$ cat src/rtl/video_scanlines.sv
// ---------------------------------------------------------------------------
// video_scanlines
//
// Scanline-darkening stage for the video output path. It sits directly after
// the horizontal blend stage, counts lines within each frame and attenuates
// alternate lines by a selectable amount. Sync and blank are delayed by the
// same single pixel-enable as the RGB, so the outputs can feed the
// scaler/output mux directly.
//
// Optional build macro:
//   VIDEO_SCANLINES_PHASE_EN - adds the 'phase' input. phase is captured at
//                              the start of each frame; when it is 1 the even
//                              lines are dimmed instead of the odd ones. This
//                              suits interlaced or field-shifted sources.
//
// Parameters:
//   LINE_CNT_W  - width of the line counter; the count saturates at all-ones.
//
// Ports:
//   clk          in   video clock
//   reset_n      in   asynchronous active-low reset
//   pix_ce       in   pixel clock enable; nothing advances while low
//   mode[1:0]    in   0 = off, 1 = 25% dim, 2 = 50% dim, 3 = 75% dim
//   hblank       in   horizontal blank, active-high
//   vblank       in   vertical blank, active-high
//   hs, vs       in   horizontal / vertical sync, active-high
//   red/green/blue[7:0]  in  input colour
//   phase        in   (VIDEO_SCANLINES_PHASE_EN only) dim even lines when 1
//   hblank_out, vblank_out, hs_out, vs_out  out  timing delayed one pix_ce
//   red_out/green_out/blue_out[7:0]         out  processed colour
//   line_odd     out  bit 0 of the line count used for the current pixel
// ---------------------------------------------------------------------------
module video_scanlines #(
    parameter int unsigned LINE_CNT_W = 11
) (
    input  logic       clk,
    input  logic       reset_n,
    input  logic       pix_ce,
    input  logic [1:0] mode,
    input  logic       hblank,
    input  logic       vblank,
    input  logic       hs,
    input  logic       vs,
    input  logic [7:0] red,
    input  logic [7:0] green,
    input  logic [7:0] blue,
`ifdef VIDEO_SCANLINES_PHASE_EN
    input  logic       phase,
`endif
    output logic       hblank_out,
    output logic       vblank_out,
    output logic       hs_out,
    output logic       vs_out,
    output logic [7:0] red_out,
    output logic [7:0] green_out,
    output logic [7:0] blue_out,
    output logic       line_odd
);

    localparam logic [LINE_CNT_W-1:0] CntMax = '1;

    // -----------------------------------------------------------------------
    // State
    // -----------------------------------------------------------------------
    logic                  hs_prev_q;
    logic                  vs_prev_q;
    logic [LINE_CNT_W-1:0] cnt_q,      cnt_d;
    logic [1:0]            mode_lat_q, mode_lat_d;
`ifdef VIDEO_SCANLINES_PHASE_EN
    logic                  phase_lat_q, phase_lat_d;
`endif

    logic       hs_rise;
    logic       vs_rise;
    logic       parity;
    logic       dim;
    logic [7:0] red_d, green_d, blue_d;

    // Attenuate one 8-bit channel. Every result is <= c, so no saturation
    // logic is needed; mode 0 is an exact pass-through.
    function automatic logic [7:0] dim_chan(input logic [7:0] c, input logic [1:0] m);
        logic [7:0] r;
        unique case (m)
            2'd0:    r = c;
            2'd1:    r = c - (c >> 2);
            2'd2:    r = c >> 1;
            default: r = c >> 2;
        endcase
        return r;
    endfunction

    // -----------------------------------------------------------------------
    // Edge detection and next-state
    // -----------------------------------------------------------------------
    assign hs_rise = hs & ~hs_prev_q;
    assign vs_rise = vs & ~vs_prev_q;

    always_comb begin
        cnt_d      = cnt_q;
        mode_lat_d = mode_lat_q;
        // vs wins over a coincident hs so a frame always starts at line 0.
        if (vs_rise) begin
            cnt_d      = '0;
            mode_lat_d = mode;
        end else if (hs_rise && (cnt_q != CntMax)) begin
            cnt_d = cnt_q + LINE_CNT_W'(1);
        end
    end

`ifdef VIDEO_SCANLINES_PHASE_EN
    always_comb begin
        phase_lat_d = phase_lat_q;
        if (vs_rise) begin
            phase_lat_d = phase;
        end
    end

    assign parity = cnt_q[0] ^ phase_lat_q;
`else
    assign parity = cnt_q[0];
`endif

    // The dim decision uses the count and mode from before this pixel's
    // update, so the pixel carrying a sync edge still belongs to the old line.
    assign dim = (mode_lat_q != 2'd0) & parity & ~hblank & ~vblank;

    always_comb begin
        red_d   = red;
        green_d = green;
        blue_d  = blue;
        if (dim) begin
            red_d   = dim_chan(red,   mode_lat_q);
            green_d = dim_chan(green, mode_lat_q);
            blue_d  = dim_chan(blue,  mode_lat_q);
        end
    end

    // -----------------------------------------------------------------------
    // Registers
    // -----------------------------------------------------------------------
    always_ff @(posedge clk or negedge reset_n) begin
        if (!reset_n) begin
            hs_prev_q   <= 1'b0;
            vs_prev_q   <= 1'b0;
            cnt_q       <= '0;
            mode_lat_q  <= 2'd0;
`ifdef VIDEO_SCANLINES_PHASE_EN
            phase_lat_q <= 1'b0;
`endif
            hblank_out  <= 1'b0;
            vblank_out  <= 1'b0;
            hs_out      <= 1'b0;
            vs_out      <= 1'b0;
            red_out     <= 8'd0;
            green_out   <= 8'd0;
            blue_out    <= 8'd0;
            line_odd    <= 1'b0;
        end else if (pix_ce) begin
            hs_prev_q   <= hs;
            vs_prev_q   <= vs;
            cnt_q       <= cnt_d;
            mode_lat_q  <= mode_lat_d;
`ifdef VIDEO_SCANLINES_PHASE_EN
            phase_lat_q <= phase_lat_d;
`endif
            hblank_out  <= hblank;
            vblank_out  <= vblank;
            hs_out      <= hs;
            vs_out      <= vs;
            red_out     <= red_d;
            green_out   <= green_d;
            blue_out    <= blue_d;
            line_odd    <= cnt_q[0];
        end
    end

endmodule

$ cat config.mk
export PLATFORM = sky130hd
export DESIGN_NAME = video_scanlines
export DESIGN_NICKNAME = d
export VERILOG_FILES = /design/src/rtl/video_scanlines.sv
export SDC_FILE = /design/constraint.sdc
export NUM_CORES = 1
export LEC_CHECK = 0
export CAP_MARGIN = 20
export CORE_AREA = 2 2 80 120
export DETAILED_ROUTE_END_ITERATION = 7
export DIE_AREA = 0 0 82 122
export DONT_BUFFER_PORTS = 1
export PLACE_DENSITY_LB_ADDON = 0.12
export SLEW_MARGIN = 20
export SYNTH_ARGS = -nofsm -noshare
export SYNTH_HDL_FRONTEND = slang
export SYNTH_SLANG_ARGS = --single-unit
$ cat constraint.sdc
create_clock -name clk -period 4.5 [get_ports clk]
set_clock_uncertainty 0.1 [all_clocks]
set_input_delay 0.9 -clock clk [delete_from_list [all_inputs] [get_ports clk]]
set_output_delay 0.9 -clock clk [all_outputs]
set_load 0.02 [all_outputs]
# After elaboration in Yosys (flattened, before gate mapping)
# Cells that the tools add are included.
[totals] reg_bits=42 latch_bits=0 ram_bits=0 romBits=0 input_bits=33 wordCells=40 n_memories=0
[classes] n_addsub=4 multipliers=0 div_mod_pow=0 magnitude_cmp=0 eq_ne=3 shift=0 n_mux=8 bitwise_logic=9 n_reduce_logical=6
[ops] operator="8-bit case mux with 3 select lines" count=3
[ops] operator="8-bit 2-to-1 mux" count=3
[ops] operator="8-bit by 6-bit subtractor with 8-bit output" count=3
[ops] operator="11-bit 2-to-1 mux" count=2
[ops] operator="11-bit by 1-bit adder with 11-bit output, second input constant" count=1
[ops] operator="11-bit inequality test, second input constant" count=1
[ops] operator="1-bit bitwise AND" count=5
[ops] operator="1-bit inverter" count=4
[ops] operator="2-bit AND reduction" count=2
[ops] operator="2-bit nonzero test" count=2
[ops] operator="2-bit by 1-bit equality test with 1-bit output, second input constant" count=1
[ops] operator="2-bit equality test, second input constant" count=1
[ops] operator="2-bit logical NOT" count=1
[ops] operator="1-bit logical AND" count=1

# Depth between registers and ports, before layout
[logic_depth] ltp_word=5 ltp_mapped=9 mapped_depth_nobuf=9

# Worst setup path before layout
# No wires, ideal clock.
[synth_timing] path_kind="input to register" from="input port green[0]" to="register green_out[6]" setup_time_ns=0.082 arrival_time_ns=2.435 required_time_ns=4.318 slack_ns=1.884 path_stages=9 path_cell_list="inv_1 -> ha_1 -> inv_1 -> fa_1 -> a211oi_1 -> nor2_1 -> a2111oi_0 -> o21ai_0 -> a31oi_1"
[synth_via] elab_chain_len=3
[synth_rtl] item="from (decl)" line="45" text="input logic [7:0] green,"
[synth_rtl] item="8-bit by 6-bit subtractor with 8-bit output" line="85" text="2'd1: r = c - (c >> 2);"
[synth_rtl] item="8-bit case mux with 3 select lines" line="83" text="unique case (m)"
[synth_rtl] item="8-bit 2-to-1 mux" line="131" text="if (dim) begin"
[synth_rtl] item="to (signal assigned)" line="171" text="green_out <= green_d;"
[synth_rtl] item="to (decl)" line="55" text="output logic [7:0] green_out,"
# Every way passes these cells.
# A chain may end at the register's enable or synchronous reset.

# Worst setup path after layout
# Same ends and word-level chain as after synthesis.

==> reports/results.ini <==
[clock_tree]
cts_tree = built
cts_hold_buf = 0
clock-sinks = 42
cts_htree_levels = 2
post_cts_buffers = 0
clk_latency_ns = 0.29
clockBufferDepth = 2
clk_pin_slew_ns = 0.06
clockRootBuffer = clkbuf_16
cts-resized-gates = 0
cts_made_buffers = 5

[worst_setup_path]
critPathMaxStageDelay_ns = 0.43
critPathTopFamily = compound AO/OA/AOI/OAI gates
setup.worst_path.start = green[0]
cp.required_ns = 4.61
endpoint = green_out[6]$_DFFE_PN0P_
cp.depth = 9
crit_chain = inv_1, ha_1, inv_1, fa_1, a211oi_1, nor2_1, a2111oi_0, o21ai_0, a31oi_1
crit_type = input pin to flop
cp_max_fo = 4
cp.arrival_ns = 2.68
r2r-end = red_out[3]$_DFFE_PN0P_
critPathLaunchType = input pin
reg2reg_slack_ns = 2.09
cp_slowest_cell = a2111oi_0
worst-path-buf-inv = 2
endpoint_kind = flop
cp_common_cell = inv_1
r2r_cells = 4
r2r-start = cnt_q[0]$_DFFE_PN0P_

[grt]
antenna_found_initial = 0
track_usage_pct = 20.4
grt_max_degree = 46
grt_overflow_total = 0
first_global_vias = 3079
grt_pass1_wl_um = 15600

[power_and_ir_drop]
combinationalPowerShare_pct = 24.6
switching_share_pct = 34.1
leakagePower_nw = 1.55
p_int_uw = 815
ir_worst_vdd_mv = 0.191
seq_power_share_pct = 41.7
power_mw = 1.24
clockPowerShare_pct = 33.7
power.density_mw_per_mm2 = 335
p_switching_uw = 422

[synthesis]
synth_flop_cell = dfrtp_1
synth_edf_count = 0
synth_seq_cells = 42
synth_cells = 425
synthesis.area_sq_mm = 0.00350
yosys_warnings = 0
async_flop_share_pct = 100
syn_nets = 480
ys_seq_area_share_pct = 30.1
ys_types = 53
syn_area_per_cell_sq_um = 8.23

[sta]
worst_slew_pin_slew_ns = 0.799
maxSlewHeadroom_pct = 46.8
slew_viol_final = 0
setup_slack_ns = 1.94
rsz0062_at_grt = no
setup_viol = 0
fmax_ghz = 0.390
finalHoldViolCount = 0
period_share_pct = 57.0
fin_crit_ns = 2.56
finalSetupTns_ns = 0

[routing]
firstDrtPassIters = 4
routed_wl_um = 9720
drc_errors = 0
wl_per_cell_um = 18.7
vias_per_cell = 5.91
dr_total_vias = 3081
antenna_left = 0
drtIter0Drc = 138

[status]
status = finished, final reports clean

[placed_design]
gp_congestion = 0.837
placed_cell_area_sq_mm = 0.00353
dp_hpwl_um = 6840
io_buffers = 0
pre_cts_ws_ns = 1.64

[floorplanning]
die_w_um = 82
ios = 62
dieArea_sq_mm = 0.0100
die_h_um = 122
start_util_pct = 38.7
core_area_sq_mm = 0.00904
row_count = 43

[layout]
final_common_cell = nor2_1
final_cell_mix = 44 x nor2_1, 42 x dfrtp_1, 35 x nand2_1
fin_util_pct = 40.9
antenna_cells = 0
area_delta_synth_final_pct = 5.72
final_area_sq_mm = 0.00370
nets = 463
drive_gt1_share_pct = 7.58

[hold_path]
holdCritPathClass = input pin to asynchronous set/reset pin

[flow_run]
maxCapViolCount = 0

worst min-delay path by stage:
stage | startpoint | end | slack (ns) | cells past startpoint
final | reset_n | green_out[1]$_DFFE_PN0P_ | 0.20 | 0
after global placement | cnt_q[4]$_DFFE_PN0P_ | cnt_q[4]$_DFFE_PN0P_ | 0.41 | 2
after CTS | reset_n | hblank_out$_DFFE_PN0P_ | 0.19 | 0
after global routing | reset_n | vblank_out$_DFFE_PN0P_ | 0.19 | 0
after floorplan | cnt_q[10]$_DFFE_PN0P_ | cnt_q[10]$_DFFE_PN0P_ | 0.39 | 1
after detailed placement | cnt_q[4]$_DFFE_PN0P_ | cnt_q[4]$_DFFE_PN0P_ | 0.43 | 2
power groups by stage:
stage               sequential, mW  clock, mW  combinational, mW
global route                 0.525      0.440              0.342
CTS                          0.517      0.427              0.305
global placement             0.522          0              0.298
finish                       0.516      0.417              0.304
floorplan                    0.496          0              0.271
detailed placement           0.524          0              0.303
state kept, by name (all words and copies together), names as in the netlist:
signal	count
cnt_q	11
blue_out	8
green_out	8
red_out	8
mode_lat_q	2
hblank_out	1
hs_prev_q	1
line_odd	1
vblank_out	1
vs_prev_q	1
worst register-to-register path, cell delays in order, from the launching register on:
cell and delay [ns]:
dfrtp_1 0.45, or3b_1 0.72, nor2_4 0.52, o221ai_1 0.20, o32a_1 0.31
logic make-up (layout without fill, tap and decap cells):
logic type | Yosys count | count (layout) | synth area share [%]
DFF | 42 | 42 | 30.1
adders and majority gates | 22 | 22 | 8.52
buffers and inverters | 56 | 40 | 6.87
AOI/OAI and AO/OA | 127 | 127 | 24.3
muxes | 19 | 19 | 5.76
and+or+nand+nor | 148 | 148 | 21.8
xor gates and xnor gates | 11 | 11 | 2.75
cells in the mapped netlist, types with 3 or more instances:
master | n | area share [%]
o22ai_1 | 3 | 0.54
nor2_1 | 44 | 4.7
buf_2 | 9 | 1.3
xnor2_1 | 5 | 1.3
nor3b_1 | 4 | 0.86
o21a_1 | 4 | 0.86
dfrtp_1 | 42 | 30
mux2_2 | 9 | 2.9
or2_2 | 3 | 0.54
o22a_1 | 10 | 2.5
nand3_1 | 13 | 1.9
xor2_1 | 6 | 1.5
inv_1 | 28 | 3.0
mux2i_1 | 10 | 2.9
nor2b_1 | 6 | 1.1
nand2_1 | 35 | 3.8
nand4_1 | 4 | 0.72
ha_1 | 19 | 6.8
o21ai_1 | 3 | 0.43
o221ai_1 | 4 | 1.0
a211oi_1 | 6 | 1.3
clkbuf_1 | 14 | 1.5
nand2b_1 | 10 | 1.8
and4_1 | 3 | 0.75
fa_1 | 3 | 1.7
o211ai_1 | 11 | 2.4
nor3_1 | 6 | 0.86
o21ai_0 | 30 | 4.3
and3_1 | 7 | 1.3
a31oi_1 | 6 | 1.1
and2_1 | 3 | 0.54
o31ai_1 | 4 | 0.86
a221oi_1 | 6 | 1.5
a21oi_1 | 27 | 3.9
routing by layer:
layer	vias to the layer above	track usage, %	share of wire, %
li1	1517	-	-
met1	1485	23.3	41
met2	69	36.7	52
met3	10	4.96	5.5
met4	0	6.15	1.7
met5	-	0	0
cell type report:
type / count / area, sq um
clock buffers: 5 / 125
clock inverters: 3 / 40.0
fillers: 943 / 5340
inverters: 28 / 105
multi-input cells: 327 / 2210
flip-flops and latches: 42 / 1050
well taps: 112 / 140
repair buffers: 4 / 30.0
stage by stage:
step | hold WS (ns) | instances
floorplan | 0.393 | 425
global placement | 0.413 | 513
detailed placement | 0.425 | 513
CTS | 0.195 | 521
global route | 0.190 | 521
finish | 0.201 | 521
Power figures use the tool's default switching activity.
